[src/rtl/pipe_flow_controller.sv]
// rtl/pipe_flow_controller.sv - pipeline step/stall/progress generation with run/halt/step control
// Management FSM, memory-busy watchdog and saturating stall counter for a PIPE_STAGES-deep core.
module pipe_flow_controller #(
  parameter int PIPE_STAGES       = 3,
  parameter int TIMEOUT_WIDTH     = 8,
  parameter int STALL_COUNT_WIDTH = 16
) (
  input  logic                         clk,
  input  logic                         rst,
  input  logic                         management_run,
  input  logic                         management_halt,
  input  logic                         management_step,
  input  logic                         management_clear,
  input  logic                         stateExecute,
  input  logic                         requestingInstruction,
  input  logic                         instructionBusy,
  input  logic                         requestingData,
  input  logic                         dataBusy,
  input  logic [TIMEOUT_WIDTH-1:0]     busyTimeout,
  input  logic [PIPE_STAGES-1:0]       pipe_active,
  input  logic [PIPE_STAGES-1:0]       pipe_shouldStall,
  output logic                         stepPipe,
  output logic                         stallPipe,
  output logic                         progressPipe,
  output logic                         halted,
  output logic                         timeoutError,
  output logic [STALL_COUNT_WIDTH-1:0] stallCycles
);

  typedef enum logic [1:0] {
    HALTED = 2'd0,
    RUN    = 2'd1,
    STEP   = 2'd2,
    DRAIN  = 2'd3
  } flowState_t;

  flowState_t                 state;
  flowState_t                 nextState;
  logic [TIMEOUT_WIDTH-1:0]   busyCount;
  logic [TIMEOUT_WIDTH:0]     busyCountPlusOne;
  logic                       blocked;
  logic                       anyStall;
  logic                       pipeActive;
  logic                       allow;
  logic                       issue;
  logic                       fire;
  logic                       stallInc;

  assign blocked      = (requestingInstruction & instructionBusy) | (requestingData & dataBusy);
  assign anyStall     = |pipe_shouldStall;
  assign pipeActive   = |pipe_active;
  assign allow        = (state == RUN) || (state == STEP);

  assign stepPipe     = stateExecute & ~blocked;
  assign stallPipe    = ~allow | anyStall;
  assign progressPipe = pipeActive | allow;
  assign halted       = (state == HALTED);
  assign issue        = stepPipe & ~stallPipe;

  // Compare one bit wider so a saturated busyCount can never alias onto the threshold.
  assign busyCountPlusOne = {1'b0, busyCount} + (TIMEOUT_WIDTH+1)'(1);
  assign fire = (busyTimeout != '0) && blocked && (busyCountPlusOne == {1'b0, busyTimeout});

  assign stallInc = stateExecute & (stallPipe | blocked) & (state != HALTED);

  always_comb begin
    nextState = state;
    case (state)
      HALTED: begin
        if (management_run)       nextState = RUN;
        else if (management_step) nextState = STEP;
      end
      RUN: begin
        if (management_halt) nextState = DRAIN;
      end
      STEP: begin
        if (issue || management_halt) nextState = DRAIN;
      end
      DRAIN: begin
        if (!pipeActive) nextState = HALTED;
      end
      default: nextState = HALTED;
    endcase
    // A stuck memory port pulls an executing core back into a drain regardless of requests.
    if (fire && ((state == RUN) || (state == STEP))) nextState = DRAIN;
  end

  always_ff @(posedge clk) begin
    if (rst) state <= HALTED;
    else     state <= nextState;
  end

  always_ff @(posedge clk) begin
    if (rst) begin
      busyCount <= '0;
    end else if (fire) begin
      busyCount <= '0;
    end else if (stateExecute && blocked) begin
      if (busyCount != '1) busyCount <= busyCount + TIMEOUT_WIDTH'(1);
    end else begin
      busyCount <= '0;
    end
  end

  always_ff @(posedge clk) begin
    if (rst)                   timeoutError <= 1'b0;
    else if (management_clear) timeoutError <= 1'b0;
    else if (fire)             timeoutError <= 1'b1;
  end

  always_ff @(posedge clk) begin
    if (rst) begin
      stallCycles <= '0;
    end else if (management_clear) begin
      stallCycles <= '0;
    end else if (stallInc && (stallCycles != '1)) begin
      stallCycles <= stallCycles + STALL_COUNT_WIDTH'(1);
    end
  end

endmodule

[config.mk]
export PLATFORM = sky130hd
export DESIGN_NAME = pipe_flow_controller
export DESIGN_NICKNAME = d
export VERILOG_FILES = /design/src/rtl/pipe_flow_controller.sv
export SDC_FILE = /design/constraint.sdc
export NUM_CORES = 1
export LEC_CHECK = 0
export BUFFER_PORTS_ARGS = -buffer_cell sky130_fd_sc_hd__clkbuf_2
export CAP_MARGIN = 30
export CORE_AREA = 3 3 65 67
export DETAILED_ROUTE_END_ITERATION = 7
export DIE_AREA = 0 0 68 70
export GPL_TIMING_DRIVEN = 0
export PLACE_DENSITY = 0.73
export RECOVER_POWER = 25
export SLEW_MARGIN = 20
export SYNTH_ARGS = -nofsm -noshare
export SYNTH_HDL_FRONTEND = slang
export SYNTH_SLANG_ARGS = --single-unit
export TNS_END_PERCENT = 50
[constraint.sdc]
create_clock -name clk -period 2.3 [get_ports clk]
set_input_delay 0.345 -clock clk [delete_from_list [all_inputs] [get_ports clk]]
set_output_delay 0.345 -clock clk [all_outputs]
set_load 0.03 [all_outputs]
== Word-level counts from Yosys, hierarchy flattened ==
Cells that the tools add are included.
W data, S select, Z words.
Storage, ports and cells
  output and inout bits: 21
  flip-flop bits (word level): 27
Cells by class
  $add $sub $neg: 3
  bitwise logic cells: 14
  mux-type cells: 7
  reduce and logical (&&, ||, !) cells: 15
  equal/unequal tests: 10
Operators by type and width (number)
  $add A16 B1 Y16 const B: 1
  $ne A16 B16 Y1 const B: 1
  $mux W2: 6
  $add A8 B1 Y9 const B: 1
  $eq A9 B8 Y1: 1
  $reduce_or A3 Y1: 3
  $add A8 B1 Y8 const B: 1
  $ne A8 B8 Y1 const B: 1
  $pmux W2 S4: 1
  $reduce_bool A8 Y1: 1
  $and A1 B1 Y1: 6
  $ne A3 B2 Y1 const B: 2
  $logic_and A1 B1 Y1: 5
  $eq A2 B2 Y1 const B: 2
  $ne A4 B3 Y1 const B: 1
  $not A1 Y1: 4
  $or A1 B1 Y1: 4
  $reduce_and A4 Y1: 1
  $ne A3 B3 Y1 const B: 1
  $eq A2 B1 Y1 const B: 1
  $logic_not A2 Y1: 1
  $logic_or A1 B1 Y1: 2
  $reduce_bool A2 Y1: 1
  $reduce_or A2 Y1: 1

== Depth between registers and ports, before layout ==
Gate-level depths: netlist (run 1).
  depth in word-level cells: 10
  mapped depth: 8
  mapped depth without buffers: 7

== Worst setup path after synthesis (run 1) ==
No wires, ideal clock.
  path type: register to register
  start point: reg state[0]
  end point: reg stallCycles[15]
  setup time: 70 ps
  data arrival time: 1992 ps
  required time: 2230 ps
  clock period less this slack: 2062 ps
  setup slack: 238 ps
  cell stages (with the launch flop): 8
  path buffers: 1
  cells stage by stage: dfxtp_1 inv_1 ha_1 nor4b_1 a211o_1 buf_2 or4_1 a21oi_1
On the way
  word-level cells in the longest chain between the ends: 8
  elaborated cells between the ends (all ways): 10
  classes of those cells: 2 x eq/ne; 5 x bitwise; 3 x reduce/logical
RTL lines
  start, declared: line 37  | flowState_t state;
  start signal, assigned: line 90  | else state <= nextState;
  $eq A2 B1 Y1 / $eq A2 B2 Y1 (equally long branches): line 52  | assign allow = (state == RUN) || (state == STEP);
  $logic_or A1 B1 Y1: line 52
  $not A1 Y1: line 55  | assign stallPipe = ~allow | anyStall;
  $or A1 B1 Y1: line 55
  $or A1 B1 Y1: line 64  | assign stallInc = stateExecute & (stallPipe | blocked) & (state != HALTED);
  $and A1 B1 Y1: line 64
  $and A1 B1 Y1 (*): line 64
  $logic_and A1 B1 Y1 (*): line 116  | end else if (stallInc && (stallCycles != '1)) begin
  end signal, assigned: line 117  | stallCycles <= stallCycles + STALL_COUNT_WIDTH'(1);
  end, declared: line 27  | output logic [STALL_COUNT_WIDTH-1:0] stallCycles
Every way passes the cells marked *; elsewhere a longest branch is shown, timed or not.
A chain may end at the register's enable or synchronous reset.

== Final worst setup path (run 1) ==
Ends and elaborated chain as after synthesis.

==> flow_summary.json, run 1 <==
{
  "status": "finished, final reports clean",
  "gr-total-overflow": 0,
  "relSlewSlack_pct": 43.9,
  "critical_path.max_fanout": 10,
  "cp_cell_sequence": "inv_1 -> ha_2 -> nor4b_4 -> a211o_1 -> buf_2 -> or4_1 -> a21oi_1",
  "dominantRegCellSynth": "dfxtp_1",
  "syn_avg_cell_area_um2": 8.27,
  "maxSlewViolCount": 0,
  "slowest_stage": "or4_1",
  "wirelength_mm": 4.09,
  "dp_cells": 312,
  "start_util_pct": 49.1,
  "fin_crit_ns": 2.20,
  "num_rows": 22,
  "grt_max_degree": 17,
  "ant_nets": 0,
  "die_width_um": 68,
  "syn_nets": 251,
  "port_buffers": 45,
  "post_synth_num_cell_types": 50,
  "postCtsSetupBuffers": 0,
  "critPathKind": "reg2reg",
  "root_buffer": "clkbuf_8",
  "worst-path-buf-inv": 2,
  "ys_ff_latch": 27,
  "crit_family": "simple AND/OR/NAND/NOR gates",
  "vias_per_cell": 5.63,
  "synth_enable_flop_cells": 0,
  "clock_sinks": 27,
  "cp-start-kind": "flip-flop",
  "max_clock_freq_mhz": 454,
  "setup_violations": 0,
  "drc_errors": 0,
  "drt_iter0_markers": 96,
  "antennaDiodeCount": 0,
  "numCtsBuffers": 3,
  "die_y_um": 70,
  "grt_pass1_wl_mm": 6.88,
  "total_power_uw": 1220,
  "clk_latency_ns": 0.28,
  "cts_resized": 3,
  "synthCells": 219,
  "final-hold-violation-count": 0,
  "cts-hold-fix-buffers": 0,
  "p_per_area_nw_per_um2": 559,
  "worstPathArrival_ns": 2.42,
  "grt_usage_pct": 17.7,
  "antenna_found_initial": 0,
  "grt_pass1_vias": 1605,
  "pin_count": 46,
  "ir_worst_vdd_mv": 0.408,
  "tightestPinTransition_ns": 0.836,
  "cts.clk_slew.worst_paths_ns": 0.10,
  "synthArstFlopShare_pct": 0,
  "drive_above_1_share_pct": 22.4,
  "vias": 1779,
  "total_leakage_power_uw": 0.000855,
  "critPathRequiredTime_ns": 2.51,
  "max_cap_viol_count": 0,
  "nets": 301,
  "design.core.area_um2": 3690,
  "drt_first_pass_iters": 4,
  "wl_per_cell_um": 12.9,
  "yosys_warnings": 0,
  "hpwlAfterDp_mm": 3.15,
  "grt_setup_unrepaired": "false",
  "slowest_delay_ns": 0.53,
  "fin_skew_ns": 0.0104,
  "final_cells": 316,
  "syn2layout_area_growth_pct": 20.2,
  "min_path_type": "in2reg",
  "ys_seq_area_share_pct": 29.9,
  "gp_congestion": 0.878,
  "dieArea_um2": 4760,
  "period_share_pct": 95.9,
  "clockBufferDepth": 2,
  "cts_tree": "yes",
  "htree_levels": 1,
  "syn-cell-area_um2": 1810,
  "critPathCaptureType": "flip-flop"
}
==> kinds of logic after synthesis <==
| kind of cell | count (synthesis) | share of synthesized area, % |
|---|---|---|
| and+or+nand+nor | 91 | 27.2 |
| AOI/OAI and AO/OA | 50 | 19.4 |
| DFF | 27 | 29.9 |
| xor gates and xnor gates | 20 | 9.68 |
| buffers and inverters | 16 | 4.49 |
| muxes | 8 | 4.49 |
| adders and majority gates | 7 | 4.84 |
==> power breakdown <==
group          leakage [µW]  switching [µW]  internal [µW]
clock             0.0000217             152            123
sequential         0.000218            25.1            487
combinational      0.000615             248            180
total              0.000855             425            790
==> cells in the mapped netlist (2+ instances only) <==
| library cell | n | share of area, % |
|---|---|---|
| nand2_1 | 15 | 3.1 |
| ha_1 | 7 | 4.8 |
| o31ai_1 | 2 | 0.83 |
| and2_1 | 3 | 1.0 |
| buf_6 | 2 | 1.2 |
| o21ai_1 | 2 | 0.55 |
| a31o_1 | 2 | 0.97 |
| o21ai_0 | 6 | 1.7 |
| nand2b_1 | 4 | 1.4 |
| xnor2_1 | 11 | 5.3 |
| inv_1 | 5 | 1.0 |
| xor2_1 | 9 | 4.4 |
| mux2i_1 | 7 | 3.9 |
| nand4_1 | 6 | 2.1 |
| dfxtp_1 | 27 | 30 |
| nor2_1 | 21 | 4.4 |
| a31oi_1 | 2 | 0.69 |
| a21oi_1 | 16 | 4.4 |
| o2111ai_1 | 2 | 0.97 |
| nor2b_1 | 2 | 0.69 |
| or2_2 | 2 | 0.69 |
| and3_1 | 7 | 2.4 |
| or4_1 | 5 | 2.1 |
| nor3_1 | 4 | 1.1 |
| nand3_1 | 11 | 3.0 |
| a211oi_1 | 5 | 2.1 |
| nor4_1 | 3 | 1.0 |
| buf_2 | 5 | 1.4 |
| o211ai_1 | 2 | 0.83 |
| and4_1 | 2 | 0.97 |
| clkbuf_1 | 3 | 0.62 |
==> final cells by class <==
class / count / area [µm²]
Timing Repair Buffer: 45 / 211
Multi-Input combinational cell: 176 / 1230
Sequential cell: 27 / 542
Tap cell: 48 / 60.1
Clock inverter: 1 / 7.51
Inverter: 5 / 18.8
Fill cell: 350 / 1510
Clock buffer: 3 / 41.3
Buffer: 11 / 62.6
==> placed cells by master, fill, tap and decap left out, types with 6 or more instances in the layout <==
| cell type | Yosys | routed |
|---|---|---|
| xnor2_1 | 11 | 11 |
| clkbuf_1 | 3 | 14 |
| clkbuf_2 | 0 | 34 |
| nand2_1 | 15 | 15 |
| nand3_1 | 11 | 11 |
| and3_1 | 7 | 7 |
| nor2_1 | 21 | 21 |
| xor2_1 | 9 | 8 |
| nand4_1 | 6 | 6 |
| a21oi_1 | 16 | 16 |
| mux2i_1 | 7 | 7 |
| o21ai_0 | 6 | 6 |
| dfxtp_1 | 27 | 26 |
==> path summary, 6_finish.rpt <==
| check | start | endpoint | slack [ns] | cells after the start |
|---|---|---|---|---|
| worst max-delay path | state[0] | stallCycles[15] | 0.1 | 7 |
| worst min-delay path | management_clear | stallCycles[13] | 0.35 | 3 |
| worst max register to register | state[0] | stallCycles[15] | 0.1 | 7 |
| worst min register to register | timeoutError | timeoutError | 0.47 | 2 |
==> worst register-to-register path, cell delays in order, from the launching register on <==
cell	delay, ns
dfxtp_1	0.39
inv_1	0.11
ha_2	0.34
nor4b_4	0.16
a211o_1	0.27
buf_2	0.20
or4_1	0.53
a21oi_1	0.16
==> sequential cells by signal, indices dropped and copies added (netlist names) <==
| register | flops |
|---|---|
| busyCount | 8 |
| stallCycles | 16 |
| state | 2 |
| timeoutError | 1 |
==> routing by layer <==
| metal | GRT usage (%) | part of all wire (%) | routed length [µm] |
|---|---|---|---|
| met5 | 0 | 0 | 0 |
| met4 | 2.65 | 0.54 | 22 |
| met3 | 3.86 | 5.1 | 209 |
| met2 | 31.0 | 50 | 2040 |
| met1 | 22.0 | 44 | 1810 |
==> stage by stage <==
| step | setup slack (ns) | instance area (µm²) | util [%] | hold slack (ns) | setup TNS (ns) |
|---|---|---|---|---|---|
| 2_1_floorplan | 0.238 | 1810 | - | 0.439 | 0 |
| 3_3_place_gp | -0.0106 | 2100 | 56.8 | 0.462 | -0.0122 |
| 3_5_place_dp | -0.0402 | 2100 | 56.8 | 0.467 | -0.0604 |
| 4_1_cts | 0.0123 | 2170 | 58.8 | 0.349 | 0 |
| 5_1_grt | 0.000834 | 2180 | 59.0 | 0.362 | 0 |
| 6_report | 0.0954 | 2180 | 59.0 | 0.347 | 0 |
Power figures use the tool's default switching activity.
==> inputs of run 2 (changes only) <==
clock period = 2.4 ns   (was 2.3 ns; I/O delays follow)
==> flow_summary.json, run 2 (synthesized netlist as in run 1, its figures left out) <==
{
  "setup_violations": 0,
  "clock_sinks": 27,
  "status": "finished, final reports clean",
  "power.switching_uw": 408,
  "hold_end": "stallCycles[13]",
  "cts_tree": "yes",
  "p_per_area_nw_per_um2": 537,
  "antennaDiodeCount": 0,
  "critPathCaptureType": "flip-flop",
  "cp-start-kind": "flip-flop",
  "largestRegisters": "stallCycles (16), busyCount (8), state (2)",
  "r2r_cells": 7,
  "critPathKind": "reg2reg",
  "drc_errors": 0,
  "p_sw_share_pct": 35.2,
  "pin_count": 46,
  "design.core.area_um2": 3690,
  "vias_per_cell": 5.65,
  "hpwlAfterDp_mm": 3.15,
  "cts-hold-fix-buffers": 0,
  "drt_iter0_markers": 97,
  "layout_commonest_cell": "clkbuf_2",
  "largest_reg_flops": 16,
  "relSlewSlack_pct": 44.6,
  "max_cap_viol_count": 0,
  "clock_power_share_pct": 22.7,
  "regMostFlops": "stallCycles",
  "gp_congestion": 0.878,
  "die_width_um": 68,
  "htree_levels": 1,
  "critPathRequiredTime_ns": 2.61,
  "antenna_found_initial": 0,
  "hold_path_depth": 3,
  "final-hold-violation-count": 0,
  "crit_path_start": "state[0]",
  "wl_per_cell_um": 12.9,
  "maxSlewViolCount": 0,
  "critical_path.max_fanout": 10,
  "fin_crit_ns": 2.28,
  "port_buffers": 45,
  "syn2layout_area_growth_pct": 19.4,
  "hp-start": "management_clear",
  "p_comb_share_pct": 35.0,
  "max_clock_freq_mhz": 439,
  "root_buffer": "clkbuf_8",
  "r2r_slack_ns": 0.12,
  "grt_pass1_wl_mm": 6.80,
  "die_y_um": 70,
  "clk_latency_ns": 0.27,
  "grt_usage_pct": 17.5,
  "fin_skew_ns": 0.0100,
  "start_util_pct": 49.1,
  "vias": 1785,
  "postCtsSetupBuffers": 0,
  "worstPathArrival_ns": 2.49,
  "ir_worst_vdd_mv": 0.392,
  "total_leakage_power_uw": 0.000859,
  "cts_resized": 0,
  "cts.clk_slew.worst_paths_ns": 0.10,
  "min_path_type": "in2reg",
  "num_rows": 22,
  "grt_max_degree": 17,
  "drive_above_1_share_pct": 20.9,
  "design_area_um2": 2160,
  "period_share_pct": 95.0,
  "power_frac_seq_pct": 42.3,
  "gr-total-overflow": 0,
  "r2r_start": "state[0]",
  "wirelength_mm": 4.07,
  "placed_area_um2": 2100,
  "tightestPinTransition_ns": 0.825,
  "power.internal_uw": 753,
  "grt_pass1_vias": 1575,
  "rr_endpoint": "stallCycles[15]",
  "mostFrequentLayoutCells": "clkbuf_2, dfxtp_1, nor2_1, a21oi_1, nand2_1",
  "clockBufferDepth": 2,
  "drt_first_pass_iters": 4,
  "total_power_uw": 1160,
  "nets": 301,
  "numCtsBuffers": 3,
  "ant_nets": 0,
  "dieArea_um2": 4760
}
-- run 2: how the worst max path moves through the flow --
| stage | to | cells past startpoint |
|---|---|---|
| after global routing | state[1] | 6 |
| after global placement | stallCycles[13] | 8 |
| after CTS | stallCycles[13] | 8 |
| after floorplan | stallCycles[15] | 7 |
| after detailed placement | stallCycles[13] | 8 |
| final | stallCycles[15] | 7 |
-- run 2: final cells by class --
class	instances	area, µm²
buffer	11	62.6
multi-input combinational	176	1220
timing repair buffer	45	211
sequential	27	541
clock buffer	3	41.3
clock inverter	1	7.51
tap	48	60.1
inverter	5	18.8
fill	351	1530
-- run 2: power by group through the flow --
stage	Sequential, µW	Clock (µW)	Combinational, µW
finish	491	263	406
global route	495	287	449
CTS	491	270	394
detailed placement	501	0	392
global placement	501	0	389
floorplan	501	0	294
-- run 2: metal layers --
| metal | part of all wire, % | vias up | global-route usage, % |
|---|---|---|---|
| met2 | 50 | 46 | 30.4 |
| met4 | 0.54 | 0 | 2.65 |
| met1 | 44 | 833 | 22.0 |
| li1 | - | 904 | - |
| met3 | 5.3 | 2 | 3.86 |
| met5 | 0 | - | 0 |
-- run 2: worst max-delay path: stages (launching register included) --
cell	delay (ns)
dfxtp_1	0.40
inv_1	0.11
ha_1	0.39
nor4b_4	0.17
a211o_1	0.27
buf_2	0.20
or4_1	0.53
a21oi_1	0.16
-- run 2: through the flow --
| stage | setup WS, ns | hold slack, ns | cells | util (%) | TNS (ns) |
|---|---|---|---|---|---|
| after floorplan | 0.338 | 0.454 | 219 | - | 0 |
| after global placement | 0.0894 | 0.462 | 312 | 56.8 | 0 |
| after global routing | -0.000450 | 0.377 | 316 | 58.6 | -0.000450 |
| after CTS | 0.0155 | 0.364 | 316 | 58.1 | 0 |
| final | 0.120 | 0.363 | 316 | 58.6 | 0 |
| after detailed placement | 0.0598 | 0.467 | 312 | 56.8 | 0 |
==> inputs of run 3 (changes only) <==
CORE_AREA = 3 3 76 78   (was 3 3 65 67)
DIE_AREA = 0 0 79 81   (was 0 0 68 70)
PLACE_DENSITY = default   (was 0.73)
==> flow_summary.json, run 3 (synthesized netlist as in run 1, its figures left out) <==
{
  "mostFrequentLayoutCells": "clkbuf_2, dfxtp_1, nor2_1, a21oi_1",
  "crit_path_start": "busyCount[0]",
  "hpwlAfterDp_mm": 3.40,
  "critPathKind": "reg2reg",
  "drt_iter0_markers": 35,
  "critPathRequiredTime_ns": 2.59,
  "gp_congestion": 0.840,
  "r2r_cells": 6,
  "dieArea_um2": 6400,
  "wirelength_mm": 4.35,
  "drt_first_pass_iters": 6,
  "antenna_found_initial": 0,
  "setup_tns_ns": 0,
  "routed.top_layer": "met4",
  "power.internal_uw": 753,
  "wl_per_cell_um": 12.8,
  "htree_levels": 1,
  "die_width_um": 79,
  "cp-start-kind": "flip-flop",
  "critical_path.max_fanout": 6,
  "antennaDiodeCount": 0,
  "fin_skew_ns": 0.00912,
  "p_per_area_nw_per_um2": 534,
  "postCtsSetupBuffers": 0,
  "setup_violations": 0,
  "regMostFlops": "stallCycles",
  "r2r_slack_ns": 0.15,
  "min_path_type": "in2reg",
  "maxSlewViolCount": 0,
  "clock_power_share_pct": 23.1,
  "worstSetupEndpoint": "state[1]",
  "start_util_pct": 35.2,
  "ir_worst_vdd_mv": 0.241,
  "cts_tree": "yes",
  "syn2layout_area_growth_pct": 20.9,
  "relSlewSlack_pct": 42.7,
  "ant_nets": 0,
  "grt_usage_pct": 13.8,
  "max_clock_freq_mhz": 444,
  "critPathCaptureType": "flip-flop",
  "grt_pass1_wl_mm": 7.19,
  "nets": 302,
  "port_buffers": 45,
  "clockBufferDepth": 2,
  "p_sw_share_pct": 35.5,
  "power_frac_seq_pct": 41.9,
  "cts.clk_slew.worst_paths_ns": 0.10,
  "cts-hold-fix-buffers": 0,
  "total_power_uw": 1170,
  "period_share_pct": 93.8,
  "wl_met3_um": 261,
  "m1WireLength_mm": 2.12,
  "p_comb_share_pct": 35.0,
  "numCtsBuffers": 3,
  "total_leakage_power_uw": 0.000859,
  "vias_per_cell": 5.21,
  "design.core.area_um2": 5140,
  "final-hold-violation-count": 0,
  "pin_count": 46,
  "dr_wl_met2_mm": 1.93,
  "status": "finished, final reports clean",
  "root_buffer": "clkbuf_8",
  "clk_latency_ns": 0.28,
  "worstPathArrival_ns": 2.44,
  "vias": 1767,
  "clock_sinks": 27,
  "largestRegisters": "stallCycles (16), busyCount (8), state (2)",
  "grt_pass1_vias": 1514,
  "layout_commonest_cell": "clkbuf_2",
  "grt_max_degree": 17,
  "max_cap_viol_count": 0,
  "tightestPinTransition_ns": 0.853,
  "num_rows": 26,
  "drive_above_1_share_pct": 21.2,
  "largest_reg_flops": 16,
  "grt_setup_unrepaired": "false",
  "gr-total-overflow": 0,
  "rr_endpoint": "state[1]",
  "fin_crit_ns": 2.25,
  "die_y_um": 81,
  "power.switching_uw": 414,
  "r2r_start": "busyCount[0]",
  "drc_errors": 0
}
## run 3: per-stage QoR
step / cells / setup slack (ns) / instance area [µm²] / utilization, % / hold WS (ns)
after floorplan: 219 / 0.338 / 1810 / - / 0.454
after global placement: 334 / 0.0423 / 2120 / 41.3 / 0.466
after detailed placement: 334 / 0.00941 / 2120 / 41.3 / 0.477
after CTS: 338 / 0.0378 / 2180 / 42.4 / 0.359
after global routing: 339 / 0.0178 / 2190 / 42.6 / 0.379
final: 339 / 0.149 / 2190 / 42.6 / 0.358
## run 3: how the worst min path moves through the flow
stage                 start           end  cells after the start
2_1_floorplan           rst      state[1]                      1
3_3_place_gp   timeoutError  timeoutError                      2
3_5_place_dp   timeoutError  timeoutError                      2
4_1_cts                 rst      state[1]                      2
5_1_grt                 rst      state[1]                      2
6_report                rst      state[1]                      2
## run 3: per-layer routing
metal	global-route usage [%]	up-vias
li1	-	910
met1	19.1	800
met2	22.1	53
met3	3.10	4
met4	2.58	0
met5	0	-
## run 3: area by class of cell
type,count,area [µm²]
plain buffers,11,62.6
clock buffers,3,41.3
clock inverters,1,7.51
fillers,568,2950
inverters,5,18.8
multi-input cells,176,1210
flip-flops and latches,27,541
well taps,70,87.6
repair buffers,46,215
## run 3: power by group through the flow
stage / clock network, µW / logic (µW) / registers, µW
floorplan: 0 / 294 / 501
global placement: 0 / 394 / 500
detailed placement: 0 / 401 / 500
CTS: 280 / 404 / 490
global route: 296 / 454 / 493
finish: 269 / 409 / 490
## run 3: repair_timing
item,in CTS,in global routing
gates cloned,0,0
gates resized for setup,1,3
pin swaps,0,0
endpoints found under the setup margin,2,10
## run 3: worst max-delay path, stage by stage, from the launching register on
cell and delay, ns:
dfxtp_1 0.48, ha_1 0.28, xor2_1 0.26, and2_1 0.16, o2111ai_1 0.19, or4_1 0.52
o32ai_2 0.27
